<file path="src/rtl/serial_addsub.sv">
// Bit-serial WIDTH-bit adder/subtractor with start/busy/done handshake and Y86 condition codes.
// Optional flag logic (zf/sf/of) is enabled by defining SERIAL_ADDSUB_FLAGS_EN.
module serial_addsub #(
  parameter int unsigned WIDTH = 64
) (
  input  logic             clk,
  input  logic             rst_n,
  input  logic             start,
  input  logic             op,
  input  logic [WIDTH-1:0] a,
  input  logic [WIDTH-1:0] b,
  output logic             busy,
  output logic             done,
  output logic [WIDTH-1:0] result,
  output logic             cout,
  output logic             zf,
  output logic             sf,
  output logic             of
);

  localparam int unsigned IW = (WIDTH > 2) ? $clog2(WIDTH) : 1;

  typedef enum logic [1:0] {
    IDLE,
    RUN,
    DONE
  } state_t;

  state_t           state;
  logic [WIDTH-1:0] a_q;
  logic [WIDTH-1:0] b_q;
  logic             carry;
  logic [IW-1:0]    idx;

  logic             a_bit;
  logic             b_bit;
  logic             s_bit;
  logic             c_next;
  logic             last;
  logic [WIDTH-1:0] res_next;

  always_comb begin
    a_bit         = a_q[idx];
    b_bit         = b_q[idx];
    s_bit         = a_bit ^ b_bit ^ carry;
    c_next        = (a_bit & b_bit) | (carry & (a_bit ^ b_bit));
    last          = (idx == IW'(WIDTH - 1));
    res_next      = result;
    res_next[idx] = s_bit;
  end

  always_ff @(posedge clk or negedge rst_n) begin
    if (!rst_n) begin
      state  <= IDLE;
      busy   <= 1'b0;
      done   <= 1'b0;
      result <= '0;
      cout   <= 1'b0;
      a_q    <= '0;
      b_q    <= '0;
      carry  <= 1'b0;
      idx    <= '0;
`ifdef SERIAL_ADDSUB_FLAGS_EN
      zf     <= 1'b0;
      sf     <= 1'b0;
      of     <= 1'b0;
`endif
    end else begin
      case (state)
        IDLE: begin
          if (start) begin
            a_q    <= a;
            b_q    <= op ? ~b : b;
            carry  <= op;
            idx    <= '0;
            result <= '0;
            busy   <= 1'b1;
            state  <= RUN;
          end
        end
        RUN: begin
          result <= res_next;
          carry  <= c_next;
          idx    <= idx + IW'(1);
          if (last) begin
            busy  <= 1'b0;
            done  <= 1'b1;
            cout  <= c_next;
`ifdef SERIAL_ADDSUB_FLAGS_EN
            // On the MSB step the live carry register is the carry into the MSB,
            // so overflow is taken directly without a separate c_msb copy.
            zf    <= (res_next == '0);
            sf    <= s_bit;
            of    <= carry ^ c_next;
`endif
            state <= DONE;
          end
        end
        DONE: begin
          done  <= 1'b0;
          state <= IDLE;
        end
        default: state <= IDLE;
      endcase
    end
  end

`ifndef SERIAL_ADDSUB_FLAGS_EN
  assign zf = 1'b0;
  assign sf = 1'b0;
  assign of = 1'b0;
`endif

endmodule

</file>
<file path="config.mk">
export PLATFORM = sky130hd
export DESIGN_NAME = serial_addsub
export DESIGN_NICKNAME = d
export VERILOG_FILES = /design/src/rtl/serial_addsub.sv
export SDC_FILE = /design/constraint.sdc
export NUM_CORES = 1
export LEC_CHECK = 0
export ABC_AREA = 0
export CAP_MARGIN = 5
export CORE_ASPECT_RATIO = 1.75
export CORE_MARGIN = 3
export CORE_UTILIZATION = 38
export CTS_BUF_LIST = sky130_fd_sc_hd__clkbuf_2
export CTS_CLUSTER_DIAMETER = 150
export DETAILED_ROUTE_END_ITERATION = 16
export GPL_ROUTABILITY_DRIVEN = 1
export PLACE_DENSITY = 0.67
export SLEW_MARGIN = 15
export SYNTH_ARGS = -nofsm -noshare
export SYNTH_HDL_FRONTEND = slang
export SYNTH_SLANG_ARGS = --single-unit
</file>
<file path="constraint.sdc">
create_clock -name clk -period 4.3 [get_ports clk]
set_input_delay 1.075 -clock clk [delete_from_list [all_inputs] [get_ports clk]]
set_output_delay 1.075 -clock clk [all_outputs]
set_load 0.03 [all_outputs]
</file>
==> results.cfg <==
[run_status]
status = complete, no violations

[logic_synthesis]
synth.top_cell.area_share_pct = 51.8
seq_area_frac_synth_pct = 51.8
synth.avg_cell_area_um2 = 9.17
synth_top_area_cell = dfrtp_1
synth-seq-cells = 204
synth_flop_cell = dfrtp_1
synthCells = 1075
syn_area_um2 = 9850
ys.warnings.count = 0
synth_edf_count = 0
async_reset_ff_share_pct = 100
ys_top_cells_by_area = dfrtp_1 (52%), nand2_1 (11%), o21ai_0 (10%)
synth_cell_types = 59

[sta]
grt_setup_unrepaired = no
min_period_ns = 3.73
holdWs_ns = 0.385
max-slew-margin-rel_pct = 21.5
finalSetupViolCount = 0
final_max_slew_viol_count = 0
fin_crit_sh_pct = 86.7
tightest_slew_ns = 1.17
final_hold_viol_count = 0
max_freq_ghz = 0.268
fin_skew_ns = 0.0476
fin_setup_tns_ns = 0

[global_routing]
grt_max_degree = 102
antenna_found_initial = 1
overflow = 0
grt_util_all_layers_pct = 21.7
grt_pass1_vias = 8789
grt_pass1_wl_um = 47500

[power_and_ir_drop]
peakVddDrop_mv = 0.297
p_leak_nw = 5.46
total_power_w = 0.00868
pwr_density_cell_nw_per_um2 = 695

[setup_path]
end_kind = flip-flop
path_class = flip-flop to flip-flop
rrSetupSlack_ns = 0.57
start_kind = flip-flop
worstReg2RegStart = idx[1]
rr_endpoint = result[1]
crit_slowest_cell = dfrtp_2
path_max_fanout = 32
arrival_ns = 4.39
worstRegToRegCells = 10
worstPathRequired_ns = 4.96
cp_cell_sequence = mux4_1 > mux2i_1 > o22a_1 > o311ai_0 > nor4b_2 > fa_1 > nor2_1 > buf_4 > nand2_1 > o21ai_0
critical_path.max_stage_delay_ns = 0.86

[drt]
viasPerCell = 5.34
dr.pass1.iters = 5
dr.first_iter.drc_count = 759
vias = 8611
wl_per_cell_um = 19.1
ant_nets = 0
drcViolationCount = 0
finalWirelength_um = 30800

[clocking]
tritoncts = built
cts_made_buffers = 49
root_buffer = clkbuf_2
cts_buffer_depth = 3
cts_sinks = 204
clock_latency_ns = 0.75
cts_resized = 0
post-cts-setup-buffer-count = 0
htree_levels = 2
hold_buffers = 0
clk_pin_slew_ns = 0.11

[run]
cap_violations = 0

[die]
die_h_um = 219
start_util_pct = 38.7
die_area_um2 = 28000
num_rows = 77
ios = 202
core_um2 = 25400
die-width_um = 128

[cells_and_area]
finalNonFillerCells = 1613
num-nets-final = 1397
drive_gt1_share_pct = 9.72
fill_cells = 2525
final_util_pct = 49.1
syn2layout_area_growth_pct = 26.7

[place]
dpl.hpwl_um = 22800
place_inst = 1528
gp_congestion = 0.872
place.port_buffers = 198

[hold_path]
min_path_type = input pin to async pin
cell type report:
class,count,area (um^2),share of cell area [%]
repair buffers,220,2170,17.4
multi-input cells,783,4390,35.1
inverters,5,18.8,0.150
clock inverters,17,66.3,0.531
diodes,1,2.50,0.0200
well taps,316,395,3.17
flip-flops and latches,204,5110,40.9
clock buffers,67,335,2.69
cell usage after synthesis, drive strengths merged (3+ instances only):
cell	instances
a21oi	72
a221o	3
a221oi	12
a22o	6
a22oi	6
and2	6
and3	3
buf	35
clkbuf	50
dfrtp	204
inv	4
mux2	13
mux2i	14
mux4	7
nand2	284
nand2b	10
nand3	5
nor2	16
nor2b	9
nor3	5
o21ai	204
o2bb2ai	4
or2	3
xnor2	64
layer usage:
metal,global-route usage (%),routed length [um],vias up
met5,0,0,-
met4,12.8,1900,0
met3,2.26,1470,96
met2,39.8,16300,353
met1,23.8,11100,4091
li1,-,-,4071
layout by cell type (no fill, tap or decap), types with 6 or more instances in the layout:
cell type        instances
mux2i_1                 14
and2_1                   6
nand2_1                284
clkdlybuf4s50_1        196
clkinv_1                15
a221oi_1                12
dfrtp_1                202
nand2b_1                 9
xnor2_1                 64
a22oi_1                  6
a22o_1                   6
nor2b_1                  9
mux2_2                  11
clkbuf_2                67
a21oi_1                 72
buf_4                   21
nor2_1                  15
o21ai_0                204
critical path, delay by kind of cell (launching register included):
kind / cells / cell delay [ns]
flip-flops: 1 / 0.86
adder cells (fa/ha/maj): 1 / 0.46
multiplexers: 2 / 0.78
buffers and inverters: 1 / 0.21
AND/OR/NAND/NOR: 3 / 0.72
AO/OA/AOI/OAI: 3 / 0.60
worst max path at each step:
stage / startpoint / to / cells past startpoint
2_1_floorplan: idx[1] / result[17] / 11
3_3_place_gp: idx[1] / result[57] / 10
3_5_place_dp: idx[1] / result[1] / 10
4_1_cts: idx[1] / result[46] / 10
5_1_grt: idx[1] / result[12] / 11
6_report: idx[1] / result[1] / 10
where the power goes:
group | internal [W] | switching, W | total, W
combinational | 0.00164 | 0.00233 | 0.00397
sequential | 0.00278 | 0.000757 | 0.00354
clock | 0.000420 | 0.000762 | 0.00118
stage by stage:
stage | setup WS [ns] | area (um^2)
after global placement | 0.651 | 12100
after detailed placement | 0.582 | 12100
after CTS | 0.585 | 12500
after floorplan | 1.17 | 9860
final | 0.570 | 12500
after global routing | 0.245 | 12500
kinds of logic after synthesis:
kind of cell / count (synthesis) / share of synthesized area, %
buffers and inverters: 90 / 3.97
AOI/OAI and AO/OA: 329 / 18.6
other: 1 / 0.0381
xor gates and xnor gates: 64 / 5.69
and+or+nand+nor: 351 / 15.0
adders and majority gates: 2 / 0.330
muxes: 34 / 4.62
DFF: 204 / 51.8
state kept, by name, summed over array words and instances, names as in the netlist:
register / count
state: 2
carry: 1
idx: 6
busy: 1
done: 1
cout: 1
a_q: 64
result: 64
b_q: 64
No activity file was read; power rests on OpenSTA's default activity.
